[config.mk]
export PLATFORM = sky130hd
export DESIGN_NAME = rf_wb_scheduler
export DESIGN_NICKNAME = d
export VERILOG_FILES = /design/src/rtl/rf_wb_scheduler.sv
export SDC_FILE = /design/constraint.sdc
export NUM_CORES = 1
export LEC_CHECK = 0
export BUFFER_PORTS_ARGS = -buffer_cell sky130_fd_sc_hd__buf_2
export CORE_ASPECT_RATIO = 1.5
export CORE_MARGIN = 2
export CORE_UTILIZATION = 30
export CTS_BUF_LIST = sky130_fd_sc_hd__clkbuf_4
export CTS_CLUSTER_SIZE = 28
export DETAILED_ROUTE_END_ITERATION = 12
export PLACE_DENSITY = 0.54
export SYNTH_ARGS = -nofsm -noshare
export SYNTH_HDL_FRONTEND = slang
export SYNTH_SLANG_ARGS = --single-unit
[constraint.sdc]
create_clock -name clk -period 2.66 [get_ports clk]
set_input_delay 0 -clock clk [delete_from_list [all_inputs] [get_ports clk]]
set_output_delay 0 -clock clk [all_outputs]
set_load 0.02 [all_outputs]
[src/rtl/rf_wb_scheduler.sv]
// Register-file writeback scheduler: round-robin arbitration of the ALU and LSU
// writeback requesters onto the single RF write port, plus a per-register busy
// scoreboard that the issue stage queries for RAW/WAW hazards.
module rf_wb_scheduler #(
    parameter  int unsigned XLEN  = 64,
    parameter  int unsigned NREGS = 32,
    localparam int unsigned AW    = $clog2(NREGS)
) (
    input  logic                clk,
    input  logic                rst_n,
    input  logic [1:0]          req_valid,
    input  logic [2*AW-1:0]     req_rd,
    input  logic [2*XLEN-1:0]   req_data,
    output logic [1:0]          req_ready,
    output logic                rf_we,
    output logic [AW-1:0]       rf_waddr,
    output logic [XLEN-1:0]     rf_wdata,
    input  logic                issue_valid,
    input  logic [AW-1:0]       issue_rd,
    output logic                issue_ready,
    input  logic [AW-1:0]       rs1,
    input  logic [AW-1:0]       rs2,
    output logic                rs1_busy,
    output logic                rs2_busy,
    input  logic                flush
);

    // last_grant_q holds the index of the most recently granted requester
    logic              last_grant_q, last_grant_d;
    logic [1:0]        grant;
    logic              hs;
    logic              win;
    logic [AW-1:0]     win_rd;
    logic [XLEN-1:0]   win_data;

    logic              rf_we_q, rf_we_d;
    logic [AW-1:0]     rf_waddr_q, rf_waddr_d;
    logic [XLEN-1:0]   rf_wdata_q, rf_wdata_d;

    logic [NREGS-1:0]  busy_q, busy_d;
    logic              issue_set;

    // Round-robin grant: a lone requester always wins, a tie goes to the one not granted last
    always_comb begin
        grant = 2'b00;
        case (req_valid)
            2'b01:   grant = 2'b01;
            2'b10:   grant = 2'b10;
            2'b11:   grant = last_grant_q ? 2'b01 : 2'b10;
            default: grant = 2'b00;
        endcase
    end

    assign req_ready = grant;
    assign hs        = |grant;
    assign win       = grant[1];
    assign win_rd    = win ? req_rd[2*AW-1:AW]       : req_rd[AW-1:0];
    assign win_data  = win ? req_data[2*XLEN-1:XLEN] : req_data[XLEN-1:0];

    // Next-state for arbitration history and the registered write port; x0 writes are swallowed
    always_comb begin
        last_grant_d = last_grant_q;
        rf_we_d      = 1'b0;
        rf_waddr_d   = rf_waddr_q;
        rf_wdata_d   = rf_wdata_q;
        if (hs) begin
            last_grant_d = win;
            if (win_rd != '0) begin
                rf_we_d    = 1'b1;
                rf_waddr_d = win_rd;
                rf_wdata_d = win_data;
            end
        end
    end

    // Issue claim is accepted for x0 or for any register not already pending a writeback
    assign issue_ready = issue_valid & ((issue_rd == '0) | ~busy_q[issue_rd]);
    assign issue_set   = issue_ready & (issue_rd != '0);

    // Scoreboard update: clear on the committing write, set on issue (set wins), flush clears all
    always_comb begin
        busy_d = busy_q;
        if (rf_we_q) begin
            busy_d[rf_waddr_q] = 1'b0;
        end
        if (issue_set) begin
            busy_d[issue_rd] = 1'b1;
        end
        if (flush) begin
            busy_d = '0;
        end
        busy_d[0] = 1'b0;
    end

    // Hazard query reflects scoreboard state before the current edge
    assign rs1_busy = (rs1 != '0) & busy_q[rs1];
    assign rs2_busy = (rs2 != '0) & busy_q[rs2];

    // State registers; async reset drops any pending write immediately
    always_ff @(posedge clk or negedge rst_n) begin
        if (!rst_n) begin
            last_grant_q <= 1'b1;
            rf_we_q      <= 1'b0;
            rf_waddr_q   <= '0;
            rf_wdata_q   <= '0;
            busy_q       <= '0;
        end else begin
            last_grant_q <= last_grant_d;
            rf_we_q      <= rf_we_d;
            rf_waddr_q   <= rf_waddr_d;
            rf_wdata_q   <= rf_wdata_d;
            busy_q       <= busy_d;
        end
    end

    assign rf_we    = rf_we_q;
    assign rf_waddr = rf_waddr_q;
    assign rf_wdata = rf_wdata_q;

endmodule

### Word-level counts from Yosys, hierarchy flattened

Index checks and enable logic that the tools add are counted.

| cells by class | value |
|---|---|
| magnitude comparators | 6 |
| equality and inequality tests | 3 |
| mux-type cells | 19 |
| bitwise operators | 9 |
| reduce and logical (&&, ||, !) cells | 9 |

Operator list:

| kind | number |
|---|---|
| $mux 32 | 3 |
| $mux 64 | 1 |
| $and 32x32->32 | 1 |
| $not 32->32 | 1 |
| $or 32x32->32 | 1 |
| $lt 5x6->1 const B | 4 |
| $reduce_bool 5->1 | 4 |
| $bmux 1 s5 | 3 |
| $demux 1 s5 | 2 |
| $ge 5x1->1 const B | 2 |
| $mux 1 | 7 |
| $pmux 2 s3 | 1 |
| $logic_not 5->1 | 1 |
| $mux 5 | 1 |
| $and 1x1->1 | 4 |
| $eq 2x2->1 const B | 2 |
| $eq 2x1->1 const B | 1 |
| $logic_and 1x1->1 | 2 |
| $mux 2 | 1 |
| $reduce_and 2->1 | 1 |
| $reduce_or 2->1 | 1 |
| $not 1->1 | 1 |
| $or 1x1->1 | 1 |

| storage, ports and cells | value |
|---|---|
| bits in registers | 102 |
| output and inout port bits | 75 |
| word-level logic and storage cells | 51 |

### Depth between registers and ports, before layout

| logic depth | value |
|---|---|
| depth in word-level cells | 10 |
| depth in mapped cells | 6 |
| mapped depth without buffers | 4 |

### Least setup slack after synthesis

Ideal clock, no wire load.

| path | value |
|---|---|
| path type | register to register |
| from | register last_grant_q |
| to | register rf_waddr_q[3] (netlist: rf_waddr[3]) |
| setup time | 127 ps |
| arrival time | 1842 ps |
| required time | 2533 ps |
| path slack | 691 ps |
| cell stages (with the launch flop) | 5 |
| buffers on the path | 1 |
| cell sequence | dfstp_2 a21boi_1 clkbuf_1 mux2_2 mux2_1 |

| on the way | value |
|---|---|
| longest elaborated chain between the ends | 5 |
| elaborated cells on any way between the ends | 6 |

Ends and longest elaborated chain:

| element | line | RTL |
|---|---|---|
| start, declared | 29 | `logic last_grant_q, last_grant_d;` |
| start signal, assigned | 108 | `last_grant_q <= last_grant_d;` |
| $mux 2 (*) | 49 | `2'b11: grant = last_grant_q ? 2'b01 : 2'b10;` |
| $pmux 2 s3 (*) | 46 | `case (req_valid)` |
| net req_ready[1] | 14 | `output logic [1:0] req_ready,` |
| $mux 5 | 57 | `assign win_rd = win ? req_rd[2*AW-1:AW] : req_rd[AW-1:0];` |
| $reduce_bool 5->1 | 68 | `if (win_rd != '0) begin` |
| $reduce_and 2->1 (no line) | n/a |  |
| end signal, assigned | 110 | `rf_waddr_q <= rf_waddr_d;` |
| end, declared | 37 | `logic [AW-1:0] rf_waddr_q, rf_waddr_d;` |

The timed path passes the listed nets; every way through them passes the cells marked *.
A chain may end at the register's enable or synchronous reset.

### Worst setup path in the final report

| path | value |
|---|---|
| from | register last_grant_q |
| to | register rf_wdata_q[0] (netlist: rf_wdata[0]) |

| on the way | value |
|---|---|
| longest elaborated chain between the ends | 5 |
| elaborated cells on any way between the ends | 7 |

Ends and longest elaborated chain:

| element | line | RTL |
|---|---|---|
| $mux 2 (*) | 49 |  |
| $pmux 2 s3 (*) | 46 |  |
| $mux 5 | 57 |  |
| $reduce_bool 5->1 | 68 |  |
| $reduce_and 2->1 (no line) | n/a |  |
| end signal, assigned | 111 | `rf_wdata_q <= rf_wdata_d;` |
| end, declared | 38 | `logic [XLEN-1:0] rf_wdata_q, rf_wdata_d;` |

Mark *: on every way between the ends. The rest lies on a longest branch, timed or not.

==> results.txt <==
The core region is 19700 sq um. The maximum fanout encountered on the critical timing path is 66. The portion of the post-synthesis area used by sequential elements is 0.424.

The worst setup path is launched from a flop. The worst setup timing slack at the placement stage came out at 0.558 ns. Summing internal, switching and leakage power gives 4.23 mW. Leaving out fill and tap cells, the most frequent cells in the layout are 232 x sky130_fd_sc_hd__buf_2, 147 x sky130_fd_sc_hd__dlygate4sd3_1, 136 x sky130_fd_sc_hd__mux2_2, 101 x sky130_fd_sc_hd__dfrtp_1, 49 x sky130_fd_sc_hd__nand2_1. Setup repair after global routing left no endpoint under its margin. The flip-flop and latch count after synthesis is 102. The overall overflow remaining after global route came out at 0. The post-layout instance area came out at 9090 sq um. The period utilization is 0.910. The run finished with clean final reports. The share of synthesized flip-flops with an asynchronous set or reset is 1.00. The number of sinks driven by the clock tree is 102. The number of vias per cell is 5.02. The total of endpoints with negative setup slack in the final report is 0. The later-pin clock latency in the skew report came out at 0.49 ns. The final period demand of the worst path is 2.42 ns.

The clock tree buffer depth is 2. The largest stage delay on the critical path is 0.56 ns. By area the synthesized netlist is led by sky130_fd_sc_hd__dfrtp_1 42%, sky130_fd_sc_hd__mux2_2 25%, sky130_fd_sc_hd__mux4_2 7.5%. The slowest stage of the critical path belongs to the cell sky130_fd_sc_hd__dlygate4sd3_1. The count of yosys warnings during synthesis is 0.

The number of CTS-inserted buffers is 9. The kind of critical path is flop to flop. The maximum clock frequency is 0.413 GHz.

The part of the total power dissipated in sequential elements is 0.451. Among all flip-flop cells after synthesis, the most frequent one is sky130_fd_sc_hd__dfrtp_1. The cell family contributing the most delay on the critical path is buffers and inverters. The relative area change from synthesis to final layout came out at 51.0%. Detailed routing placed a total of 10.2 mm of wire on met2.

The number of global-route vias before repair came out at 6163. The share of post-route cells with drive strength above 1 came out at 0.515. The leakage power of the design came out at 4.03 nW.

The post-place instance area is 7490 sq um. The total via count after detailed routing is 5593. The worst pin sits at a relative slew slack of 0.432. The die outline height came out at 177 um. At the pin with the least slew margin, the transition time is 0.848 ns. In the global route stage, overall resource usage came out at 0.187. Summed over all nets, the switching power comes to 1.49 mW. The number of buffer cells added on primary ports came out at 233. The filler cells instantiated in the layout total 1831. The register-to-register path setup slack came out at 0.24 ns. The buffer type at the clock tree root is sky130_fd_sc_hd__clkbuf_4. The clock transition time at the flip-flop clock pins of the worst setup and hold paths came out at 0.19 ns. The DRC violations left is 0. For this block, wires on met1 add up to 7.40 mm. The maximum number of pins on one net before global-route repair came out at 67.

In this run the power density over the cells is 465 nW/um^2. TritonCTS built the clock tree. The distinct cell type count after synthesis is 37.

The logic gate share of total power came out at 0.363. The mean post-synth cell area is 12.6 sq um. The dominant cell type by area after synthesis is sky130_fd_sc_hd__dfrtp_1. The global-route wire length before repair came out at 31.3 mm. The share of total power dissipated in the clock network is 0.186. The number of standard cells after synthesis is 478. At the end of the flow, the number of nets in the layout was 1007. The initial antenna violation count was 1.

The total number of placement rows is 63. The number of nets in the synthesized netlist is 637. The number of resized instances in the post-cts repair step is 0. The worst endpoint required time is 3.03 ns.

Across the routed clock network, the largest skew measured is 0.0287 ns. The post-CTS repair timing setup buffer count is 0. The final number of hold-violating endpoints is 0. The initial utilization of the core area, before any placement, comes to 0.305. The HPWL after detailed placement is 13.2 mm. STA classifies the critical path endpoint as a flop.

Measured along the x axis, the die boundary spans 120 um. The routed wire length came out at 19.6 mm. The level count of the clock H-tree came out at 3. The tool flagged a number of max-cap violations equal to 0.

The global placement routability congestion came out at 0.823. The critical path goes through a21boi_4, buf_12, mux2_2, dlygate4sd3_1, mux2_2. Of the post-synthesis cell area, the dominant cell type holds 0.420. The post-synthesis instance area is 6020 sq um. The per-cell routed wire length is 17.6 um.

The I/O pin count is 234. The count of hold buffers inserted by post-cts repair came out at 147. Data arrives at the worst endpoint at 2.79 ns. After detailed routing, no signal wire sits above met4.

The post-route worst setup slack is 0.238 ns. The total negative slack for setup checks is 0 ns. The number of buffer and inverter stages on the critical path is 2. The number of slew-limit violations in the final report is 0. The count of TritonRoute iterations in the first routing pass came out at 4. The kind of path behind the tightest hold check is input pin to asynchronous set/reset pin. The most frequent standard cell in the layout excluding fill and tap cells is sky130_fd_sc_hd__buf_2.

The met3 wirelength from detailed routing is 1.32 mm. In this run, synthesis inferred 0 flip-flops with an integrated enable. The number of design-rule violations left by the first detailed-router iteration came out at 312. Of the total power, the share spent switching nets is 0.354.

The area enclosed by the die boundary is 21200 sq um. Cell internal power was estimated by the tool at 2.73 mW. The cell that appears most often on the critical path is sky130_fd_sc_hd__mux2_2. The largest vdd supply drop came out at 0.000278 V. The number of nets with antenna violations after detailed routing came out at 0.
[power groups by stage]
stage / registers, mW / logic (mW) / clock network (mW)
6_report: 1.91 / 1.53 / 0.786
2_1_floorplan: 2.14 / 0.547 / 0
4_1_cts: 1.91 / 1.53 / 0.832
3_5_place_dp: 1.93 / 1.30 / 0
5_1_grt: 1.94 / 1.63 / 0.880
3_3_place_gp: 1.93 / 1.28 / 0
[routing by layer]
metal  up-vias  track usage
li1       2532            -
met1      2763        0.212
met2       252        0.334
met3        46       0.0437
met4         0       0.0819
met5         -            0
[registers in the layout (all words and copies together), names as in the netlist]
name,cells
busy_q,31
last_grant_q,1
rf_we,1
rf_waddr,5
rf_wdata,64
[cell type report]
type	count	area [sq um]	share of cell area
antenna	1	2.50	0.000275
clock buffer	9	67.6	0.00743
clock inverter	7	55.1	0.00606
inverter	2	7.51	0.000826
multi-input combinational	344	3320	0.365
sequential	102	2550	0.281
tap	260	325	0.0358
timing repair buffer	389	2760	0.303
[Yosys cell counts (8+ instances only)]
cell and number:
sky130_fd_sc_hd__nand3b_1 20, sky130_fd_sc_hd__o31ai_2 19, sky130_fd_sc_hd__nor3b_1 8, sky130_fd_sc_hd__mux4_2 20, sky130_fd_sc_hd__mux2_2 136, sky130_fd_sc_hd__buf_2 8, sky130_fd_sc_hd__o21ai_0 24, sky130_fd_sc_hd__dfrtp_1 101
sky130_fd_sc_hd__nor2b_1 16, sky130_fd_sc_hd__clkbuf_1 15, sky130_fd_sc_hd__nand2_1 50
[final timing paths]
kind                         startpoint            to  depth (start not counted)
max in group asynchronous         rst_n  rf_wdata[62]                          3
max                        last_grant_q   rf_wdata[0]                          5
min in group clk              req_rd[2]         rf_we                          4
min reg2reg                rf_wdata[57]  rf_wdata[57]                          1
max reg2reg                last_grant_q   rf_wdata[0]                          5
min                               rst_n   rf_wdata[7]                          2
[cells by family (layout without fill, tap and decap cells)]
family	after synthesis	in the layout	synth area share
other cells	0	1	0
compound gates	61	61	0.0815
flops	102	102	0.424
mux	166	166	0.360
buf+inv	32	407	0.0266
simple gates	117	117	0.108
[through the flow]
stage | instances | utilization | hold WS [ns]
after floorplan | 478 | - | -0.296
after global placement | 950 | 0.380 | 0.0963
after detailed placement | 950 | 0.380 | 0.107
after CTS | 1113 | 0.461 | 0.0430
after global routing | 1114 | 0.461 | 0.0840
final | 1114 | 0.461 | 0.0784
Power figures use the tool's default switching activity.
